==> src/rtl/output_vc_arbiter_pkg.sv <==
// Shared defaults and FSM encoding for output-port VC arbitration.
// Module parameters default from these values.
package output_vc_arbiter_pkg;

  localparam int VC_NUM               = 4;
  localparam int FLIT_SIZE            = 32;
  localparam int VC_SIZE_DEFAULT      = 2;
  localparam int CREDIT_DEPTH_DEFAULT = 4;

  typedef enum logic {
    IDLE   = 1'b0,
    LOCKED = 1'b1
  } state_t;

endpackage

==> src/rtl/output_vc_arbiter_rr.sv <==
// Combinational round-robin arbiter: searches ptr+1, ptr+2, ... modulo NUM_VC.
// Zero latency; no backpressure, the caller qualifies the request vector.
module rr_arbiter #(
  parameter int NUM_VC = 4,
  parameter int ID_W   = 2
) (
  input  logic [NUM_VC-1:0] req,
  input  logic [ID_W-1:0]   ptr,
  output logic [NUM_VC-1:0] gnt,
  output logic [ID_W-1:0]   idx,
  output logic              any_grant
);

  always_comb begin
    logic [ID_W-1:0] c;
    gnt       = '0;
    idx       = '0;
    any_grant = 1'b0;
    c         = '0;
    for (int k = 1; k <= NUM_VC; k++) begin
      c = ID_W'((int'(ptr) + k) % NUM_VC);
      if (!any_grant && req[c]) begin
        gnt[c]    = 1'b1;
        idx       = c;
        any_grant = 1'b1;
      end
    end
  end

endmodule

==> src/rtl/output_vc_arbiter.sv <==
// Per-output-port VC arbiter: round-robin, credit-gated, wormhole-locked; flit registered 1 cycle after vc_pop.
// A VC with zero credits or a non-head flit (while idle) is simply not granted; bubbles are allowed.
module output_vc_arbiter
  import output_vc_arbiter_pkg::*;
#(
  parameter int NUM_VC       = VC_NUM,
  parameter int FLIT_W       = FLIT_SIZE,
  parameter int CREDIT_DEPTH = CREDIT_DEPTH_DEFAULT,
  parameter int VC_ID_W      = VC_SIZE_DEFAULT,
  parameter int CNT_W        = 3
) (
  input  logic                     clk,
  input  logic                     rst,
  input  logic [NUM_VC-1:0]        vc_valid,
  input  logic [NUM_VC-1:0]        vc_is_head,
  input  logic [NUM_VC-1:0]        vc_is_tail,
  input  logic [NUM_VC*FLIT_W-1:0] vc_flit,
  input  logic [NUM_VC-1:0]        credit_in,
  output logic [NUM_VC-1:0]        vc_pop,
  output logic [FLIT_W-1:0]        flit_out,
  output logic                     flit_valid,
  output logic [VC_ID_W-1:0]       flit_vc_id,
  output logic                     credit_err
);

  logic [NUM_VC-1:0][CNT_W-1:0] cnt;
  logic [VC_ID_W-1:0]           rr_ptr;
  logic [VC_ID_W-1:0]           lock_vc;
  state_t                       state;

  logic [NUM_VC-1:0]            elig;
  logic [NUM_VC-1:0]            req;
  logic [NUM_VC-1:0]            gnt;
  logic [VC_ID_W-1:0]           gnt_idx;
  logic                         gnt_any;
  logic [FLIT_W-1:0]            flit_arr [NUM_VC];

  always_comb begin
    elig = '0;
    for (int i = 0; i < NUM_VC; i++) begin
      flit_arr[i] = vc_flit[i*FLIT_W +: FLIT_W];
      if (state == IDLE)
        elig[i] = vc_valid[i] & vc_is_head[i] & (cnt[i] != '0);
      else
        elig[i] = (VC_ID_W'(i) == lock_vc) & vc_valid[i] & (cnt[i] != '0);
    end
  end

  assign req    = rst ? '0 : elig;
  assign vc_pop = gnt;

  rr_arbiter #(
    .NUM_VC (NUM_VC),
    .ID_W   (VC_ID_W)
  ) u_rr (
    .req       (req),
    .ptr       (rr_ptr),
    .gnt       (gnt),
    .idx       (gnt_idx),
    .any_grant (gnt_any)
  );

  always_ff @(posedge clk) begin
    if (rst) begin
      for (int i = 0; i < NUM_VC; i++) cnt[i] <= CNT_W'(CREDIT_DEPTH);
      rr_ptr     <= VC_ID_W'(NUM_VC - 1);
      lock_vc    <= '0;
      state      <= IDLE;
      flit_out   <= '0;
      flit_valid <= 1'b0;
      flit_vc_id <= '0;
      credit_err <= 1'b0;
    end else begin
      // Grant and credit in the same cycle cancel; an overflowing credit is dropped and flagged.
      for (int i = 0; i < NUM_VC; i++) begin
        if (gnt[i] && !credit_in[i]) begin
          cnt[i] <= cnt[i] - CNT_W'(1);
        end else if (!gnt[i] && credit_in[i]) begin
          if (cnt[i] == CNT_W'(CREDIT_DEPTH)) credit_err <= 1'b1;
          else cnt[i] <= cnt[i] + CNT_W'(1);
        end
      end

      flit_valid <= gnt_any;
      if (gnt_any) begin
        flit_out   <= flit_arr[gnt_idx];
        flit_vc_id <= gnt_idx;
      end

      case (state)
        IDLE: begin
          if (gnt_any && !vc_is_tail[gnt_idx]) begin
            state   <= LOCKED;
            lock_vc <= gnt_idx;
          end
        end
        LOCKED: begin
          if (gnt_any && vc_is_tail[gnt_idx]) state <= IDLE;
        end
        default: state <= IDLE;
      endcase

      // Pointer only advances at packet boundaries so fairness is per packet.
      if (gnt_any && vc_is_tail[gnt_idx]) rr_ptr <= gnt_idx;
    end
  end

endmodule
==> config.mk <==
export PLATFORM = sky130hd
export DESIGN_NAME = output_vc_arbiter
export DESIGN_NICKNAME = d
export VERILOG_FILES = /design/src/rtl/output_vc_arbiter_pkg.sv /design/src/rtl/output_vc_arbiter_rr.sv /design/src/rtl/output_vc_arbiter.sv
export SDC_FILE = /design/constraint.sdc
export NUM_CORES = 1
export LEC_CHECK = 0
export CAP_MARGIN = 20
export CORE_MARGIN = 10
export CORE_UTILIZATION = 42
export CTS_CLUSTER_SIZE = 28
export DETAILED_ROUTE_END_ITERATION = 10
export PLACE_DENSITY = 0.87
export REMOVE_ABC_BUFFERS = 1
export SKIP_CTS_REPAIR_TIMING = 1
export SYNTH_ARGS = -nofsm -noshare
export SYNTH_HDL_FRONTEND = slang
export SYNTH_SLANG_ARGS = --single-unit
==> constraint.sdc <==
create_clock -name clk -period 4.6 [get_ports clk]
set_input_delay 0.69 -clock clk [delete_from_list [all_inputs] [get_ports clk]]
set_output_delay 0.69 -clock clk [all_outputs]
set_load 0.01 [all_outputs]
-- Word-level counts from Yosys, hierarchy flattened
Cells that the tools add are included.
- word-level logic and storage cells: 173
- output and inout bits: 40
- bits in registers: 53
- input port bits: 146
- equal/unequal tests: 11
- reduce and logical (&&, ||, !) cells: 43
- multiplexer cells: 65
- add/sub/neg operators: 12
- $lt $le $gt $ge: 10
- bitwise gates (word level): 21
- operators with widths (cell ; count):
    $bmux W32 S2 ; 1
    $mux W32 ; 2
    $mux W3 ; 12
    $mux W1 ; 31
    $mux W4 ; 5
    $logic_and A1 B1 Y1 ; 17
    $and A1 B1 Y1 ; 16
    $lt A2 B3 Y1 const B ; 5
    $add A3 B1 Y3 const B ; 4
    $eq A3 B3 Y1 const B ; 4
    $logic_not A1 Y1 ; 12
    $or A4 B4 Y4 ; 3
    $reduce_bool A3 Y1 ; 4
    $sub A3 B1 Y3 const B ; 4
    $bmux W1 S2 ; 5
    $reduce_and A2 Y1 ; 5
    $demux W1 S2 ; 4
    $ge A2 B1 Y1 const B ; 4
    $mux W2 ; 4
    $ne A2 B2 Y1 const B ; 4
    $reduce_bool A2 Y1 ; 4
    $add A2 B1 Y2 const B ; 2
    $add A2 B2 Y2 const B ; 2
    $eq A2 B2 Y1 const A ; 2
    6 further kinds ; 6

-- Depth between registers and ports, before layout
Gate-level depths: netlist of the first run.
- depth in word-level cells: 30
- depth in mapped cells: 15
- mapped depth without buffers: 14

-- By module
Synthesis of the first run repeated with hierarchy kept, for this count alone.
- cells, all modules: 383
- area, all modules: 3787.4 um^2
- modules (own cells, without submodules) (module ; area an instance (um^2) ; seq. area each (um^2) ; times used ; cells each):
    output_vc_arbiter ; 3158.0 ; 1061.0 ; 1 ; 297
    rr_arbiter ; 629.4 ; 0.0 ; 1 ; 86

-- Worst setup path after synthesis of the first run
Ideal clock, no wire load.
- path type: input -> register
- start: input port rst
- end: register cnt[8] in the netlist's numbering
- setup slack: 0.934 ns
- buffers on the path: 2
- arrival time: 3.516 ns
- stages on the path: 14
- data required time: 4.450 ns
- setup time: 0.150 ns
- path through: clkbuf_1 or2_2 a2111oi_2 nor2_1 mux2i_1 and2_1 buf_1 a221o_1 ha_1 inv_1 fa_1 xor2_1 o31ai_1 o311ai_0
- cells in the longest elaborated chain, start to end: 17
- elaborated cells between the ends (all ways): 32
- those cells by class: eq/ne: 1; mux: 17; bitwise: 3; reduce/logical: 11
- RTL lines (item ; RTL line ; text):
    start, declared ; output_vc_arbiter.sv:13 ; input logic rst,
    $mux W4 * ; output_vc_arbiter.sv:49 ; assign req = rst ? '0 : elig;
    $bmux W1 S2 ; output_vc_arbiter_rr.sv:22 ; if (!any_grant && req[c]) begin
    $mux W1 (implied by the code) ; output_vc_arbiter_rr.sv:22 ;
    $mux W1 ; output_vc_arbiter_rr.sv:22 ;
    $logic_not A1 Y1 ; output_vc_arbiter_rr.sv:22 ;
    $logic_and A1 B1 Y1 ; output_vc_arbiter_rr.sv:22 ;
    $mux W1 ; output_vc_arbiter_rr.sv:22 ;
    $logic_not A1 Y1 ; output_vc_arbiter_rr.sv:22 ;
    [... 2 more ...] ; n/a ;
    $logic_not A1 Y1 ; output_vc_arbiter_rr.sv:22 ;
    $logic_and A1 B1 Y1 ; output_vc_arbiter_rr.sv:22 ;
    $mux W4 * ; output_vc_arbiter_rr.sv:22 ;
    named net vc_pop[2] ; output_vc_arbiter.sv:19 ; output logic [NUM_VC-1:0] vc_pop,
    $logic_not A1 Y1 ; output_vc_arbiter.sv:78 ; end else if (!gnt[i] && credit_in[i]) begin
    $logic_and A1 B1 Y1 ; output_vc_arbiter.sv:78 ;
    $reduce_bool A2 Y1 (no source line) ; n/a ;
    $reduce_and A2 Y1 (no source line) ; n/a ;
    end signal, assigned by index ; output_vc_arbiter.sv:77 ; cnt[i] <= cnt[i] - CNT_W'(1);
    end signal, assigned by index ; output_vc_arbiter.sv:80 ; else cnt[i] <= cnt[i] + CNT_W'(1);
    end, declared ; output_vc_arbiter.sv:26 ; logic [NUM_VC-1:0][CNT_W-1:0] cnt;
Mark *: on every way through the listed nets, which the timed path passes. The rest lies on a longest branch. The select of a mux whose other input is x is not followed.
A chain may end at the register's enable or synchronous reset.

-- Worst setup path after layout of the first run
- start: input port rst
- end: output port vc_pop[2]
- cells in the longest elaborated chain, start to end: 13
- elaborated cells between the ends (all ways): 25
- those cells by class: mux: 16; bitwise: 3; reduce/logical: 6
- RTL lines (item ; RTL line):
    $mux W4 * ; output_vc_arbiter.sv:49
    $bmux W1 S2 ; output_vc_arbiter_rr.sv:22
    $mux W1 (implied by the code) ; output_vc_arbiter_rr.sv:22
    $mux W1 ; output_vc_arbiter_rr.sv:22
    $logic_not A1 Y1 ; output_vc_arbiter_rr.sv:22
    $logic_and A1 B1 Y1 ; output_vc_arbiter_rr.sv:22
    $mux W1 ; output_vc_arbiter_rr.sv:22
    $logic_not A1 Y1 ; output_vc_arbiter_rr.sv:22
    $logic_and A1 B1 Y1 ; output_vc_arbiter_rr.sv:22
    $mux W1 ; output_vc_arbiter_rr.sv:22
    $logic_not A1 Y1 ; output_vc_arbiter_rr.sv:22
    $logic_and A1 B1 Y1 ; output_vc_arbiter_rr.sv:22
    $mux W4 * ; output_vc_arbiter_rr.sv:22
    end, declared ; output_vc_arbiter.sv:19
Mark *: on every way between the ends. The rest lies on a longest branch, timed or not. The select of a mux whose other input is x is not followed.

==> results.md, run 1 <==
* Status: complete, no violations
* Antenna cells at 0
* Post-DRT Antenna Nets at 0
* CTS root buffer: clkbuf_8
* Initial antenna violation count at 0
* Gr ovfl total at 0
* 1st-pass router iterations at 5
* Fin. max-slew vios at 0
* Pwr Total at 3170 uW
* # rows at 34
* Post-route cell area at 0.00589 mm2
* Static Leakage at 0.00219 uW
* WP data arrival at 3.60 ns
* Sequential share of the synthesized area at 0.274
* Most common library cells after synthesis: 56 x nand2_1, 53 x dfxtp_1, 49 x mux2i_1, 26 x mux2_2, 23 x a221o_1
* Fillcell total at 715
* Cell-internal power at 1850 uW
* RSZ-0062 raised after global routing: no
* Final period util at 0.932
* Worst slew pin tran at 0.708 ns
* Avg Inst Size Synth at 9.01 um2
* Endpoints failing setup at 0
* Clock power frac at 0.086
* Share of post-route cells with drive strength above 1 at 0.0952
* Crit path max fanout at 10
* Synthesized instance count at 429
* Fin crit period at 4.29 ns
* DRC violation count after routing at 0
* Layout area overhead at 52.4%
* Largest net degree at the start of global routing at 57
* Die X at 116 um
* Synth Register Bits at 53
* CTS tree: yes
* H-tree depth at 2
* Req. time, crit path at 3.91 ns
* Clock sinks at 53
* Synth cell types at 56
* Total CTS buffers at 5
* Sw power at 1320 uW
* Final nets at 774
* Multi-input gate area at 0.00257 mm2
* Highest clock rate at 233 MHz
* Die Height at 116 um
* Initial DRC count at 212
* Via/cell ratio at 5.54
* Post-Place Cell Area at 0.00580 mm2
* Cell taking the most area after synthesis: dfxtp_1
* Port Buffer Count at 185
* Top Ports at 186
* Yosys top cell area share at 0.274
* Drt wl/cell at 19.6 um
* Seq. cell area at 0.00106 mm2
* CP endpoint kind: primary output
* Final Routed Wirelength at 14.1 mm
* Asr flop ratio synth at 0
* GP Congestion at 0.870
* Most frequent cell after synthesis: nand2_1
* Global-route wire length before repair at 21.3 mm
* Gate power share at 0.675
* Setup TNS at 0 ns
* Worst hold path type: flip-flop to flip-flop
* Peak supply drop at 0.000473 V
* P per Cell Area at 538 mW/mm2
* Prevailing post-synth register cell: dfxtp_1
* Core area at 0.00885 mm2
* Kind of critical path: input port to primary output
* EDFF count, synth at 0
* All-Layer GR Usage at 0.196
* Finished Core Util at 0.666
* Final Hold Viols at 0
* Starting Density at 0.437
* Reg power frac at 0.239
* Total Die Area at 0.0134 mm2
* Slew Limit Headroom at 0.521
* Dominant cells by area after synthesis: dfxtp_1 27%, mux2i_1 13%, mux2_2 7.6%
* Sw frac at 0.417
* Detailed placement HPWL at 11.5 mm
* CP Launch Type: input port
* Skew final at 0.00866 ns
* Synth Cell Area at 0.00387 mm2
* Clk_lat worst skew at 0.31 ns
* Max-Cap Viols at 0
* Routed via count at 3969
* Clk buf depth at 2
* Min Hold Slack at 0.458 ns
* Vias in the first global route at 4071
* Clock-pin slew of the registers on the worst-case setup and hold paths at 0.10 ns
* Yosys warnings at 0
## per-stage QoR
stage               setup slack (ns)  std cells
CTS                            0.348        717
global route                   0.141        717
finish                         0.311        717
floorplan                      0.117        405
detailed placement             0.227        709
global placement               0.425        709
## final timing paths
| path | slack [ns] | depth (start not counted) | to | start |
|---|---|---|---|---|
| worst min-delay path | 0.46 | 2 | flit_out[21] | flit_out[21] |
| worst min register to register | 0.46 | 2 | flit_out[21] | flit_out[21] |
| worst max-delay path | 0.31 | 9 | vc_pop[2] | rst |
| worst max register to register | 0.84 | 13 | cnt[8] | flip-flop |
## sequential cells by signal (all words and copies together) (netlist names), named ones only
name and count:
flit_out 32, cnt 12, flit_vc_id 2, lock_vc 2, rr_ptr 2, credit_err 1
flit_valid 1
## cell usage in the layout, fill, tap and decap left out, types with 4 or more instances in the layout
| cell type | instances |
|---|---|
| ha_1 | 16 |
| nand2_1 | 56 |
| fa_1 | 4 |
| or3_1 | 4 |
| xor2_1 | 4 |
| a221o_1 | 23 |
| o21ai_1 | 17 |
| nand3_1 | 15 |
| o311ai_0 | 5 |
| inv_1 | 21 |
| o21ai_0 | 8 |
| a221oi_1 | 4 |
| nor3_1 | 9 |
| nor2_1 | 17 |
| a21oi_1 | 14 |
| mux2_2 | 26 |
| mux2i_1 | 49 |
| buf_4 | 9 |
| dfxtp_1 | 53 |
| nor4b_1 | 4 |
| clkbuf_8 | 5 |
| mux2_1 | 7 |
| clkdlybuf4s50_1 | 185 |
## metal layers
layer  GRT usage  up-vias  share of wire
li1            -     1937              -
met1       0.222     1855           0.39
met2       0.356      159           0.51
met3      0.0512       18          0.083
met4      0.0550        0          0.017
met5           0        -              0
## final cells by class
class | instances | area share
clock buffers | 6 | 0.0123
clock inverters | 2 | 0.00234
inverters | 21 | 0.0134
multi-input cells | 331 | 0.436
flip-flops and latches | 53 | 0.180
well taps | 108 | 0.0229
repair buffers | 196 | 0.333
## critical path, stage by stage
cell             delay (ns)
clkdlybuf4s50_1        0.69
buf_4                  0.26
nor3b_1                0.07
o211a_1                0.15
or3_1                  0.31
mux2i_1                0.29
and2_1                 0.34
a221o_1                0.24
clkdlybuf4s50_1        0.57
## power by group through the flow
stage	Clock, uW	Combinational, uW	Sequential [uW]
6_report	273	2140	758
5_1_grt	301	2320	777
4_1_cts	285	2150	755
3_5_place_dp	0	2140	767
3_3_place_gp	0	2090	756
2_1_floorplan	0	1240	811
## cell families (layout without fill, tap and decap cells)
kind of cell / Yosys count / in the layout / share of synthesized area
xor+xnor: 4 / 4 / 0.00906
flops: 53 / 53 / 0.274
mux: 82 / 82 / 0.223
fa+ha+maj: 20 / 20 / 0.0725
buf+inv: 45 / 225 / 0.0621
compound gates: 101 / 101 / 0.203
simple gates: 124 / 124 / 0.156
No activity file was read; power rests on OpenSTA's default activity.
==> run 2: changes to the inputs <==
--- a/config.mk
+++ b/config.mk
@@ -5,7 +5,6 @@
 export SDC_FILE = /design/constraint.sdc
 export NUM_CORES = 1
 export LEC_CHECK = 0
-export CAP_MARGIN = 20
 export CORE_MARGIN = 10
 export CORE_UTILIZATION = 42
 export CTS_CLUSTER_SIZE = 28
==> results of run 2 <==
Final layout, timing and power as in run 1 (identical DEF).
==> run 3: changes to the inputs <==
--- a/config.mk
+++ b/config.mk
@@ -5,11 +5,13 @@
 export SDC_FILE = /design/constraint.sdc
 export NUM_CORES = 1
 export LEC_CHECK = 0
+export ABC_AREA = 1
 export CORE_MARGIN = 10
-export CORE_UTILIZATION = 42
+export CORE_UTILIZATION = 43
 export CTS_CLUSTER_SIZE = 28
 export DETAILED_ROUTE_END_ITERATION = 10
 export PLACE_DENSITY = 0.87
+export RECOVER_POWER = 50
 export REMOVE_ABC_BUFFERS = 1
 export SKIP_CTS_REPAIR_TIMING = 1
 export SYNTH_ARGS = -nofsm -noshare
==> run 3 against run 2 <==
Compared with the run above: the run now ends with capacitance limit, slew limit left; critical path depth up 5; clock power up 16%; synthesized cell count up 49%; register-to-register slack worse by 0.08 ns; area after synthesis up 6.8%; worst hold slack better by 0.039 ns; flip-flop and latch count unchanged; first-iteration DRC count up 8.5%; design area up 3.3%; sequential power about the same; critical path type unchanged; highest routed layer unchanged.
==> results.md, run 3 <==
* Kind of critical path: input port to primary output
* Routed via count at 4666
* H-tree depth at 2
* Synth Register Bits at 53
* Hold path cells at 1
* Final Hold Viols at 0
* Worst reg-to-reg path cell count at 11
* Seq. cell area at 0.00106 mm2
* Dpl cells at 930
* Cell taking the most area after synthesis: dfxtp_1
* Slew Limit Headroom at -0.140
* # rows at 35
* WP data arrival at 3.52 ns
* R2r startpoint: rr_ptr[0]
* Die Height at 118 um
* Port Buffer Count at 185
* CP endpoint kind: primary output
* Final nets at 974
* RSZ-0062 raised after global routing: no
* 1st-pass router iterations at 5
* Layout area overhead at 47.3%
* Initial antenna violation count at 0
* Setup TNS at 0 ns
* Multi-input gate area at 0.00237 mm2
* Yosys warnings at 0
* Asr flop ratio synth at 0
* Sequential share of the synthesized area at 0.257
* Most frequent cell after synthesis: inv_1
* EDFF count, synth at 0
* Fillcell total at 821
* Most common library cells after synthesis: 125 x inv_1, 120 x nand2_1, 65 x o21ai_0, 53 x dfxtp_1, 49 x nand3_1
* Skew final at 0.00784 ns
* Cell-internal power at 1820 uW
* Gr ovfl total at 0
* Top Ports at 186
* All-Layer GR Usage at 0.202
* Largest register FFs at 32
* Via/cell ratio at 4.98
* Yosys top cell area share at 0.257
* Worst hold path type: flip-flop to flip-flop
* Pre-CTS WS at 0.417 ns
* Fin crit period at 4.21 ns
* Vias in the first global route at 4782
* Most frequent cells in the layout: 149 x clkdlybuf4s50_1, 125 x inv_1, 120 x nand2_1
* Clk_lat worst skew at 0.31 ns
* Violations in the final reports: capacitance limit, slew limit
* DRC violation count after routing at 0
* Status: finished, violations left
* Fin worst setup slack at 0.387 ns
* Synthesized instance count at 641
* Sw power at 1880 uW
* Prevailing post-synth register cell: dfxtp_1
* Sw frac at 0.508
* P per Cell Area at 607 mW/mm2
* Endpoints failing setup at 0
* Worst hold endpoint: cnt[0]
* Peak supply drop at 0.000426 V
* Final Routed Wirelength at 14.5 mm
* Max-Cap Viols at 1
* Die X at 118 um
* Share of post-route cells with drive strength above 1 at 0.0631
* Static Leakage at 0.00299 uW
* CTS tree: yes
* GP Congestion at 0.871
* Most common cell after layout, fill and taps aside: clkdlybuf4s50_1
* Drt wl/cell at 15.5 um
* Total CTS buffers at 5
* Post-Route M1 WL at 5.50 mm
* Clk buf depth at 2
* Biggest register: flit_out
* Initial DRC count at 230
* Clock-pin slew of the registers on the worst-case setup and hold paths at 0.10 ns
* Detailed placement HPWL at 11.7 mm
* Worst slew pin tran at 1.71 ns
* Post-DRT Antenna Nets at 0
* Final period util at 0.916
* Starting Density at 0.445
* Pwr Total at 3700 uW
* Clock sinks at 53
* CTS root buffer: clkbuf_8
* Non-Filler Instances at 937
* Antenna cells at 0
* Hold Startpoint: cnt[0]
* Largest regs: flit_out x32, cnt x12
* Metal2 WL at 7.16 mm
* Clock power frac at 0.086
* Highest clock rate at 237 MHz
* Total Die Area at 0.0139 mm2
* Wire length on met3 at 1.59 mm
* Crit path max fanout at 13
* Max layer used: met4
* Fin. max-slew vios at 43
* Core area at 0.00928 mm2
* Synth Cell Area at 0.00413 mm2
* Gate power share at 0.709
* Req. time, crit path at 3.91 ns
* CP Launch Type: input port
* Dominant cells by area after synthesis: dfxtp_1 26%, inv_1 11%, nand2_1 11%
* Avg Inst Size Synth at 6.44 um2
* Largest net degree at the start of global routing at 51
* Synth cell types at 33
* Reg power frac at 0.206
* Reg2Reg Setup Slack at 0.76 ns
* Global-route wire length before repair at 23.6 mm
-- run 3: area by class of cell --
| class | count | area share |
|---|---|---|
| Timing Repair Buffer | 191 | 0.313 |
| Inverter | 129 | 0.0796 |
| Multi-Input combinational cell | 428 | 0.390 |
| Tap cell | 129 | 0.0265 |
| Clock buffer | 5 | 0.0113 |
| Clock inverter | 2 | 0.00576 |
| Sequential cell | 53 | 0.174 |
-- run 3: per-layer routing --
metal,global-route usage,vias to the layer above
li1,-,2395
met1,0.209,2080
met2,0.359,175
met3,0.0945,16
met4,0.0526,0
met5,0,-
-- run 3: kinds of logic after synthesis --
group / synth area share
adder cells (fa/ha/maj): 0.0679
buffers and inverters: 0.166
AO/OA/AOI/OAI: 0.249
AND/OR/NAND/NOR: 0.260
flip-flops: 0.257
-- run 3: worst max-delay path by stage --
stage	slack, ns	endpoint	startpoint
after floorplan	0.81	flit_out[0]	rst
after global placement	0.49	vc_pop[2]	rst
after detailed placement	0.42	cnt[5]	rst
after CTS	0.44	vc_pop[2]	rst
after global routing	0.05	vc_pop[2]	rst
final	0.39	vc_pop[1]	rst
-- run 3: critical path: stages --
cell	delay (ns)
clkdlybuf4s50_1	0.56
inv_2	0.25
nand2_1	0.08
a21oi_1	0.20
nand3_2	0.11
nand2_1	0.10
nand2_1	0.10
nand2_4	0.14
nor2_8	0.07
nand2_1	0.09
inv_1	0.09
a221oi_1	0.28
o21ai_0	0.22
clkdlybuf4s50_1	0.53
-- run 3: power by group through the flow --
stage | sequential [uW] | clock [uW] | combinational (uW)
2_1_floorplan | 816 | 0 | 1670
3_3_place_gp | 764 | 0 | 2590
3_5_place_dp | 774 | 0 | 2670
4_1_cts | 765 | 329 | 2680
5_1_grt | 785 | 346 | 2960
6_report | 760 | 317 | 2620
-- run 3: stage by stage --
stage	cell area [um2]	hold slack, ns	util
after floorplan	3930	0.444	-
after global placement	6000	0.462	0.646
after detailed placement	6000	0.474	0.646
after CTS	6100	0.495	0.657
after global routing	6090	0.517	0.656
final	6090	0.497	0.656
